File: config.mk
export PLATFORM = sky130hd
export DESIGN_NAME = signed_bcd_formatter_flat
export DESIGN_NICKNAME = d
export VERILOG_FILES = /design/src/rtl/signed_bcd_formatter_pkg.sv /design/src/rtl/signed_bcd_formatter_if.sv /design/src/rtl/signed_bcd_formatter_digit_adj.sv /design/src/rtl/signed_bcd_formatter.sv /design/src/flat_wrapper.sv
export SDC_FILE = /design/constraint.sdc
export NUM_CORES = 1
export LEC_CHECK = 0
export ABC_AREA = 1
export CAP_MARGIN = 5
export CORE_MARGIN = 2
export CORE_UTILIZATION = 55
export DETAILED_ROUTE_END_ITERATION = 8
export MAX_ROUTING_LAYER = met4
export PLACE_DENSITY = 0.79
export SLEW_MARGIN = 10
export SYNTH_ARGS = -nofsm -noshare
export SYNTH_HDL_FRONTEND = slang
export SYNTH_SLANG_ARGS = --single-unit
File: constraint.sdc
create_clock -name clk -period 2.6 [get_ports clk]
set_input_delay 0.26 -clock clk [delete_from_list [all_inputs] [get_ports clk]]
set_output_delay 0.26 -clock clk [all_outputs]
set_load 0.02 [all_outputs]
File: src/rtl/signed_bcd_formatter_pkg.sv
// Shared constants and types for the signed BCD display formatter.
// Digit codes are shared with the 7-segment multiplexer stage downstream.
package signed_bcd_formatter_pkg;

    // Number of display digits driven by the formatter.
    localparam int DECIMAL_DIGITS = 4;

    // Width of the packed digit field that carries real data.
    localparam int BCD_W = DECIMAL_DIGITS * 4;

    // Width of the BCD output bus; bits above BCD_W are always zero.
    localparam int OUT_W = DECIMAL_DIGITS * 8;

    // Special digit codes understood by the indicator.
    localparam logic [3:0] BCD_MINUS = 4'hF;
    localparam logic [3:0] BCD_BLANK = 4'hA;

    // Saturation limits: a negative number needs one digit for the minus sign.
    localparam int POS_LIMIT = 9999;
    localparam int NEG_LIMIT = 999;

    // Conversion sequencer states.
    typedef enum logic [1:0] {
        ST_IDLE   = 2'd0,
        ST_LOAD   = 2'd1,
        ST_SHIFT  = 2'd2,
        ST_FORMAT = 2'd3
    } fsm_state_t;

    // Display pattern shown after reset: "   0" with blanking, "0000" without.
    function automatic logic [BCD_W-1:0] reset_display(input bit blank_leading);
        logic [BCD_W-1:0] r;
        r = '0;
        if (blank_leading) begin
            for (int k = 1; k < DECIMAL_DIGITS; k++) begin
                r[k*4 +: 4] = BCD_BLANK;
            end
        end
        return r;
    endfunction

endpackage

File: src/rtl/signed_bcd_formatter_if.sv
// Request/result bundle between the sensor decoder and the BCD formatter.
// The master side issues conversions, the slave side (formatter) answers.
interface signed_bcd_formatter_if #(
    parameter int DATA_WIDTH = 16
) ();

    logic                                        start_i;
    logic [DATA_WIDTH-1:0]                       value_i;
    logic                                        busy_o;
    logic                                        done_o;
    logic                                        ovf_o;
    logic [signed_bcd_formatter_pkg::OUT_W-1:0]  BCD_o;

    modport master (
        output start_i,
        output value_i,
        input  busy_o,
        input  done_o,
        input  ovf_o,
        input  BCD_o
    );

    modport slave (
        input  start_i,
        input  value_i,
        output busy_o,
        output done_o,
        output ovf_o,
        output BCD_o
    );

endinterface

File: src/rtl/signed_bcd_formatter_digit_adj.sv
// Double-dabble correction for one BCD nibble: a digit of 5 or more gets +3
// so that the following left shift carries correctly into the next decade.
module bcd_digit_adj (
    input  logic [3:0] digit,
    output logic [3:0] adjusted
);

    assign adjusted = (digit >= 4'd5) ? (digit + 4'd3) : digit;

endmodule

File: src/rtl/signed_bcd_formatter.sv
// Signed two's-complement to 4-digit display code converter.
// Iterative double-dabble core followed by sign, saturation and leading-zero
// blanking. The display register only updates when a conversion finishes.
module signed_bcd_formatter
    import signed_bcd_formatter_pkg::*;
#(
    parameter int DATA_WIDTH    = 16,
    parameter bit BLANK_LEADING = 1'b1
) (
    input  logic                  clk,
    input  logic                  rst,
    signed_bcd_formatter_if.slave bus
);

    // Sequencer and datapath registers.
    fsm_state_t            state_reg, state_next;
    logic [DATA_WIDTH-1:0] value_reg, value_next;
    logic                  sign_reg, sign_next;
    logic                  ovf_pend_reg, ovf_pend_next;
    logic [DATA_WIDTH-1:0] shift_reg, shift_next;
    logic [BCD_W-1:0]      acc_reg, acc_next;
    logic [4:0]            cnt_reg, cnt_next;

    // Output registers.
    logic [BCD_W-1:0]      disp_reg, disp_next;
    logic                  ovf_reg, ovf_next;
    logic                  done_reg, done_next;

    // LOAD datapath: magnitude one bit wider so the most negative value fits.
    logic                  val_sign;
    logic [DATA_WIDTH:0]   mag;
    logic [31:0]           lim;
    logic                  clamp_hit;

    // SHIFT datapath.
    logic [BCD_W-1:0]            acc_adj;
    logic [BCD_W+DATA_WIDTH-1:0] dabble_shifted;

    // FORMAT datapath.
    logic [2:0]            msd;
    logic [BCD_W-1:0]      disp_fmt;

    // One correction unit per decade of the accumulator.
    genvar gi;
    generate
        for (gi = 0; gi < DECIMAL_DIGITS; gi++) begin : g_adj
            bcd_digit_adj u_adj (
                .digit    (acc_reg[gi*4 +: 4]),
                .adjusted (acc_adj[gi*4 +: 4])
            );
        end
    endgenerate

    // Shift the corrected accumulator and the remaining binary bits as one word.
    assign dabble_shifted = {acc_adj, shift_reg} << 1;

    // Sign, magnitude and saturation of the captured value.
    always_comb begin
        val_sign  = value_reg[DATA_WIDTH-1];
        mag       = val_sign ? ((~{1'b1, value_reg}) + (DATA_WIDTH+1)'(1))
                             : {1'b0, value_reg};
        lim       = val_sign ? 32'(NEG_LIMIT) : 32'(POS_LIMIT);
        clamp_hit = (32'(mag) > lim);
    end

    // Locate the most significant nonzero digit; digit 0 is always shown.
    always_comb begin
        msd = '0;
        for (int k = 0; k < DECIMAL_DIGITS; k++) begin
            if (acc_reg[k*4 +: 4] != 4'h0) begin
                msd = 3'(k);
            end
        end
    end

    // Apply blanking and place the minus sign on the finished digits.
    always_comb begin
        disp_fmt = acc_reg;
        if (BLANK_LEADING) begin
            for (int k = 0; k < DECIMAL_DIGITS; k++) begin
                if (k > int'(msd)) begin
                    if (sign_reg && (k == int'(msd) + 1)) begin
                        disp_fmt[k*4 +: 4] = BCD_MINUS;
                    end else begin
                        disp_fmt[k*4 +: 4] = BCD_BLANK;
                    end
                end
            end
        end else if (sign_reg) begin
            // Clamp keeps negative magnitudes below 1000, so the top digit is free.
            disp_fmt[BCD_W-1 -: 4] = BCD_MINUS;
        end
    end

    // Next-state and datapath update for the conversion sequencer.
    always_comb begin
        state_next    = state_reg;
        value_next    = value_reg;
        sign_next     = sign_reg;
        ovf_pend_next = ovf_pend_reg;
        shift_next    = shift_reg;
        acc_next      = acc_reg;
        cnt_next      = cnt_reg;
        disp_next     = disp_reg;
        ovf_next      = ovf_reg;
        done_next     = 1'b0;

        case (state_reg)
            ST_IDLE: begin
                if (bus.start_i) begin
                    value_next = bus.value_i;
                    state_next = ST_LOAD;
                end
            end
            ST_LOAD: begin
                sign_next     = val_sign;
                ovf_pend_next = clamp_hit;
                shift_next    = clamp_hit ? DATA_WIDTH'(lim) : mag[DATA_WIDTH-1:0];
                acc_next      = '0;
                cnt_next      = '0;
                state_next    = ST_SHIFT;
            end
            ST_SHIFT: begin
                acc_next   = dabble_shifted[BCD_W+DATA_WIDTH-1:DATA_WIDTH];
                shift_next = dabble_shifted[DATA_WIDTH-1:0];
                if (cnt_reg == 5'(DATA_WIDTH - 1)) begin
                    state_next = ST_FORMAT;
                end else begin
                    cnt_next = cnt_reg + 5'd1;
                end
            end
            ST_FORMAT: begin
                disp_next  = disp_fmt;
                ovf_next   = ovf_pend_reg;
                done_next  = 1'b1;
                state_next = ST_IDLE;
            end
            default: begin
                state_next = ST_IDLE;
            end
        endcase
    end

    // State and datapath registers; reset aborts any conversion in flight.
    always_ff @(posedge clk or negedge rst) begin
        if (!rst) begin
            state_reg    <= ST_IDLE;
            value_reg    <= '0;
            sign_reg     <= 1'b0;
            ovf_pend_reg <= 1'b0;
            shift_reg    <= '0;
            acc_reg      <= '0;
            cnt_reg      <= '0;
            disp_reg     <= reset_display(BLANK_LEADING);
            ovf_reg      <= 1'b0;
            done_reg     <= 1'b0;
        end else begin
            state_reg    <= state_next;
            value_reg    <= value_next;
            sign_reg     <= sign_next;
            ovf_pend_reg <= ovf_pend_next;
            shift_reg    <= shift_next;
            acc_reg      <= acc_next;
            cnt_reg      <= cnt_next;
            disp_reg     <= disp_next;
            ovf_reg      <= ovf_next;
            done_reg     <= done_next;
        end
    end

    assign bus.busy_o = (state_reg != ST_IDLE);
    assign bus.done_o = done_reg;
    assign bus.ovf_o  = ovf_reg;
    assign bus.BCD_o  = {{(OUT_W-BCD_W){1'b0}}, disp_reg};

endmodule

File: src/flat_wrapper.sv
// flat-port wrapper written by rule: the top's interface ports become plain ports
module signed_bcd_formatter_flat import signed_bcd_formatter_pkg::*;
#(
    parameter int DATA_WIDTH    = 16,
    parameter bit BLANK_LEADING = 1'b1
)
  (clk, rst, bus_start_i, bus_value_i, bus_busy_o, bus_done_o, bus_ovf_o, bus_BCD_o);
  signed_bcd_formatter_if #(.DATA_WIDTH(DATA_WIDTH)) bus_i ();
  input  logic clk;
  input  logic rst;
  input wire logic [$bits(bus_i.start_i)-1:0] bus_start_i;
  input wire logic [$bits(bus_i.value_i)-1:0] bus_value_i;
  output wire logic [$bits(bus_i.busy_o)-1:0] bus_busy_o;
  output wire logic [$bits(bus_i.done_o)-1:0] bus_done_o;
  output wire logic [$bits(bus_i.ovf_o)-1:0] bus_ovf_o;
  output wire logic [$bits(bus_i.BCD_o)-1:0] bus_BCD_o;
  assign bus_i.start_i = bus_start_i;
  assign bus_i.value_i = bus_value_i;
  assign bus_busy_o = bus_i.busy_o;
  assign bus_done_o = bus_i.done_o;
  assign bus_ovf_o = bus_i.ovf_o;
  assign bus_BCD_o = bus_i.BCD_o;
  signed_bcd_formatter #(.DATA_WIDTH(DATA_WIDTH), .BLANK_LEADING(BLANK_LEADING)) u_core (.clk(clk), .rst(rst), .bus(bus_i));
endmodule
# [Word level (Yosys, flattened, before mapping)]
# Index checks and enable logic that the tools add are counted.
[word_totals] word_cells=72 inputBits=19 output_inout_bits=35 regBits=75
[op_classes] n_bitwise=1 order_cmp=8 reduce_logical=12 mux=24 n_eq_ne=10 add_sub_neg=7
[op_table] op="$eq 3x32->1 const A" count=2
[op_table] op="$pmux 16 s2" count=2
[op_table] op="$eq 2x32->1 const A" count=1
[op_table] op="$gt 17x32->1" count=1
[op_table] op="$mux 4" count=6
[op_table] op="$add 17x1->17 const B" count=1
[op_table] op="$mux 17" count=1
[op_table] op="$not 17->17" count=1
[op_table] op="$ge 4x3->1 const B" count=4
[op_table] op="$mux 16" count=1
[op_table] op="$mux 14" count=1
[op_table] op="$add 4x2->4 const B" count=3
[op_table] op="$mux 3" count=4
[op_table] op="$reduce_bool 4->1" count=3
[op_table] op="$pmux 5 s2" count=1
[op_table] op="$mux 2" count=4
[op_table] op="$pmux 2 s4" count=1
[op_table] op="$reduce_and 2->1" count=3
[op_table] op="$add 5x1->5 const B" count=1
[op_table] op="$eq 5x4->1 const B" count=1
[op_table] op="$mux 5" count=1
[op_table] op="$eq 2x2->1 const B" count=2
[op_table] op="$gt 2x2->1 const A" count=2
[op_table] op="$ne 2x2->1 const B" count=2
[op_table] op="9 further kinds" count=13

# [Logic depth before layout (Yosys ltp)]
[logic_depth] depth_word=9 depth_mapped=18 depth_no_buf=17

# [By module]
# Synthesis repeated with hierarchy kept, for this count alone.
[unflattened] cells_unflattened=627 area_unflattened_um2=4644.5
[by_module_without_submodules] mod="signed_bcd_formatter" instances=1 area_per_inst_um2=4103.9 cells_per_inst=535 seq_area_each_um2=1884.3
[by_module_without_submodules] mod="bcd_digit_adj" instances=4 area_per_inst_um2=135.1 cells_per_inst=23 seq_area_each_um2=0.0

# [Worst setup path before layout]
# No wires, ideal clock.
[synth_timing] path_kind="reg-to-reg" startpoint="register u_core.value_reg[1]" endpoint="register u_core.shift_reg[11]" path_slack_ns=0.593 n_path_buf=1 setup_time_ns=0.124 path_stages_with_launch=17 period_less_slack_ns=2.007 required_ns=2.476 arrival_time_ns=1.883 path_cell_list="dfrtp_1 inv_1 ha_1 nand2_2 nor2_4 nand3_2 nand3_2 nand2_2 nor2_4 nand2_2 nor2_4 nand2_2 nand2_4 nand2_4 buf_6 nand3_1 nand3_1"
[synth_between] elab_chain_len=6
[synth_lines] item="start, declared" line="signed_bcd_formatter.sv:17" source="logic [DATA_WIDTH-1:0] value_reg, value_next;"
[synth_lines] item="start signal, assigned" line="signed_bcd_formatter.sv:159" source="value_reg <= value_next;"
[synth_lines] item="$not 17->17" line="signed_bcd_formatter.sv:60" source="mag = val_sign ? ((~{1'b1, value_reg}) + (DATA_WIDTH+1)'(1))"
[synth_lines] item="$add 17x1->17" line="signed_bcd_formatter.sv:60"
[synth_lines] item="$mux 17 *" line="signed_bcd_formatter.sv:60"
[synth_lines] item="$gt 17x32->1" line="signed_bcd_formatter.sv:63" source="clamp_hit = (32'(mag) > lim);"
[synth_lines] item="$mux 16 *" line="signed_bcd_formatter.sv:118" source="shift_next = clamp_hit ? DATA_WIDTH'(lim) : mag[DATA_WIDTH-1:0];"
[synth_lines] item="$pmux 16 s2 *" line="signed_bcd_formatter.sv:108" source="case (state_reg)"
[synth_lines] item="end signal, assigned" line="signed_bcd_formatter.sv:162" source="shift_reg <= shift_next;"
[synth_lines] item="end, declared" line="signed_bcd_formatter.sv:20" source="logic [DATA_WIDTH-1:0] shift_reg, shift_next;"
# Mark *: on every way between the ends. The rest lies on a longest branch, timed or not.
# A chain may end at the register's enable or synchronous reset.

# [Final worst setup path]
[layout_timing] startpoint="register u_core.value_reg[1]" endpoint="register u_core.shift_reg[3]"
# The elaborated chain is that of the path after synthesis.

==> results.py <==
metrics = {
    "sta": {
        "final_min_period_over_clock_period_pct": 85.0,
        "clock_skew_ps": 8.29,
        "rsz_0062_raised_after_global_routing": "no",
        "tightest_slew_ps": 662,
        "finalWorstPathRequiredPeriod_ps": 2210,
        "final-hold-violation-count": 0,
        "slew_violations": 0,
        "finalSetupViolations": 0,
        "worst_setup_slack_final_ps": 389,
        "setup_tns_ps": 0,
        "max-slew-margin-rel_pct": 55.7,
        "maxClockFrequency_ghz": 0.452,
    },
    "floorplanning": {
        "die_w_um": 93.3,
        "design.die.area_um2": 8710,
        "io-pin-count": 54,
        "start_util_pct": 56.8,
        "placement_rows": 32,
        "fp.coreArea_um2": 7730,
        "die_height_um": 93.3,
    },
    "setup_path": {
        "worstSetupPathType": "flip-flop to flip-flop",
        "cells_along_the_critical_path": "inv_1 > ha_1 > nand2_2 > nor2_4 > nand3_2 > nand3_2 > nand2_1 > nor2_2 > nand2_2 > nor2_4 > nand2_2 > nand2_4 > nand2_1 > nand3_1 > nand2_1",
        "slowest_delay_ps": 360,
        "worst-path-buf-inv": 1,
        "worst_r2r_startpoint": "u_core.value_reg[1]",
        "arrival_ps": 2450,
        "setup.worst_path.end_class": "flip-flop",
        "critical_path_fanouts_max": 15,
        "critical_path.slowest_cell": "sky130_fd_sc_hd__dfrtp_1",
        "worstReg2RegEnd": "u_core.shift_reg[3]",
        "critical_path_required_ps": 2840,
        "r2r_slack_ps": 390,
        "cell_depth_of_the_worst_flop_to_flop_path": 15,
        "critPathTopFamily": "simple AND/OR/NAND/NOR gates",
        "setup.worst_path.start_class": "flip-flop",
    },
    "cts": {
        "cts.clk_slew.worst_paths_ps": 80,
        "max-clock-path-buffers": 2,
        "post-cts-setup-buffer-count": 0,
        "cts_tree": "done",
        "later_pin_clock_latency_in_the_skew_report_ps": 340,
        "cts_root_buffer": "sky130_fd_sc_hd__clkbuf_8",
        "clock_buffer_count_from_cts": 9,
        "cts_htree_levels": 3,
        "tritoncts_num_sinks": 75,
    },
    "yosys": {
        "yosysSeqAreaShare_pct": 42.9,
        "netlist_top_cells_count": "sky130_fd_sc_hd__nand2_1 (123), sky130_fd_sc_hd__inv_1 (76), sky130_fd_sc_hd__dfrtp_1 (69)",
        "synth.most_common_cell": "sky130_fd_sc_hd__nand2_1",
        "post_synth_instance_area_um2": 4390,
        "largest_cells_by_area_after_synthesis": "sky130_fd_sc_hd__dfrtp_1 (39%), sky130_fd_sc_hd__nand2_1 (11%), sky130_fd_sc_hd__inv_1 (6.5%)",
        "netlist_instances": 577,
        "post_synth_arst_share_pct": 100,
        "yosys_register_bits": 75,
        "yosysUniqueCellTypes": 33,
        "area_share_of_the_largest_cell_type_after_synthesis_pct": 39.3,
        "synth_enable_flop_cells": 0,
        "avgSynthCellArea_um2": 7.61,
        "yosysTopAreaCell": "sky130_fd_sc_hd__dfrtp_1",
        "synthFlopType": "sky130_fd_sc_hd__dfrtp_1",
        "ys.warnings.count": 0,
    },
    "run_status": {
        "run_status": "completed",
    },
    "global_route": {
        "number_of_global_route_vias_before_repair": 3605,
        "grt_usage_pct": 22.4,
        "grt_antenna_before_repair": 0,
        "global_route.overflow_total": 0,
        "global_route_wire_length_before_repair_um": 15300,
        "largest_net_degree_at_the_start_of_global_routing": 35,
    },
    "layout": {
        "insertedDiodeCount": 0,
        "p_r_area_growth_vs_syn_pct": 13.7,
        "final_nets": 651,
        "final_layout_size_suffix_gt1_share_pct": 10.6,
    },
    "place": {
        "place_hpwl_um": 6670,
        "port_buffers": 37,
        "post-place-ws_ps": 416,
        "gp_congestion": 0.891,
    },
    "power_and_ir_drop": {
        "vdd_drop_max_mv": 0.740,
        "p_leak_nw": 2.44,
        "power_density_nw_per_um2": 1050,
        "power.total_mw": 5.22,
    },
    "min_path": {
        "min-delay-path-class": "primary input to async pin",
    },
    "route": {
        "firstDrtPassIters": 5,
        "drt_wl_total_um": 8870,
        "num_vias": 3777,
        "drt-vias-per-instance": 5.23,
        "route.antenna.remaining_nets": 0,
        "wl_per_cell_um": 12.3,
        "detail_route.drc_violations": 0,
        "drt_first_iter_violations": 154,
    },
    "run": {
        "drv_cap": 0,
    },
}
[per-stage QoR]
| stage | util [%] | cells | instance area (um^2) | hold slack (ps) |
|---|---|---|---|---|
| finish | 64.6 | 722 | 4990 | 479 |
| global placement | 62.3 | 705 | 4810 | 335 |
| CTS | 64.6 | 722 | 4990 | 470 |
| global route | 64.6 | 722 | 4990 | 494 |
| floorplan | - | 592 | 4450 | -35.6 |
| detailed placement | 62.3 | 705 | 4810 | 336 |
[placed cells by master, fill, tap and decap left out, types with 7 or more instances in the layout]
master and instances:
sky130_fd_sc_hd__ha_1 17, sky130_fd_sc_hd__nand3_2 8, sky130_fd_sc_hd__inv_1 76, sky130_fd_sc_hd__a31oi_1 9, sky130_fd_sc_hd__nor2_1 64, sky130_fd_sc_hd__o22ai_1 9
sky130_fd_sc_hd__conb_1 16, sky130_fd_sc_hd__dfrtp_1 69, sky130_fd_sc_hd__nand2_2 10, sky130_fd_sc_hd__clkbuf_8 9, sky130_fd_sc_hd__a21oi_1 30, sky130_fd_sc_hd__nand3_1 39
sky130_fd_sc_hd__o21ai_0 44, sky130_fd_sc_hd__clkdlybuf4s50_1 36, sky130_fd_sc_hd__buf_4 7, sky130_fd_sc_hd__nand2_1 123
[worst reg2reg max path, cell delays in order (launching register included)]
cell	delay (ps)
sky130_fd_sc_hd__dfrtp_1	360
sky130_fd_sc_hd__inv_1	120
sky130_fd_sc_hd__ha_1	260
sky130_fd_sc_hd__nand2_2	110
sky130_fd_sc_hd__nor2_4	200
sky130_fd_sc_hd__nand3_2	110
sky130_fd_sc_hd__nand3_2	90
sky130_fd_sc_hd__nand2_1	70
sky130_fd_sc_hd__nor2_2	120
sky130_fd_sc_hd__nand2_2	80
sky130_fd_sc_hd__nor2_4	100
sky130_fd_sc_hd__nand2_2	90
sky130_fd_sc_hd__nand2_4	180
sky130_fd_sc_hd__nand2_1	90
sky130_fd_sc_hd__nand3_1	100
sky130_fd_sc_hd__nand2_1	60
[how the worst max path moves through the flow]
stage	startpoint	to	slack, ps	depth (start not counted)
finish	u_core.value_reg[1]	u_core.shift_reg[3]	390	15
global route	u_core.value_reg[1]	u_core.shift_reg[1]	160	15
CTS	u_core.value_reg[1]	u_core.shift_reg[3]	400	15
detailed placement	u_core.value_reg[1]	u_core.shift_reg[3]	420	15
global placement	u_core.value_reg[3]	u_core.shift_reg[3]	480	14
floorplan	u_core.value_reg[1]	u_core.shift_reg[11]	590	16
[routing by layer]
layer / up-vias / part of all wire (%) / track usage (%)
met3: 16 / 3.5 / 3.14
met1: 1769 / 44 / 26.0
met2: 93 / 51 / 39.7
met5: - / 0 / -
li1: 1899 / - / -
met4: 0 / 1.4 / 8.09
[power breakdown]
| group | switching, mW | internal, mW | total [mW] | leakage [nW] |
|---|---|---|---|---|
| Sequential | 0.228 | 1.52 | 1.74 | 0.927 |
| Clock | 0.453 | 0.347 | 0.800 | 0.0787 |
| Combinational | 1.78 | 0.896 | 2.67 | 1.43 |
[layout make-up]
cell class,instances,area [um^2]
Timing Repair Buffer,46,448
Clock buffer,10,128
Inverter,77,289
Sequential cell,75,1880
Clock inverter,6,41.3
Fill cell,663,2740
Multi-Input combinational cell,406,2070
Tap cell,102,128
[logic make-up after synthesis]
family / count (synthesis) / share of synthesized area, %
buf+inv: 111 / 11.1
other cells: 1 / 0.0854
fa+ha+maj: 17 / 4.85
flops: 75 / 42.9
mux: 1 / 0.257
xor+xnor: 3 / 0.599
simple gates: 271 / 28.2
compound gates: 98 / 12.0
[what timing repair did]
item,4_1_cts,5_1_grt
hold buffers,1,0
gates resized for setup,0,0
hold endpoints to repair,25,0
No activity file was read; power rests on OpenSTA's default activity.
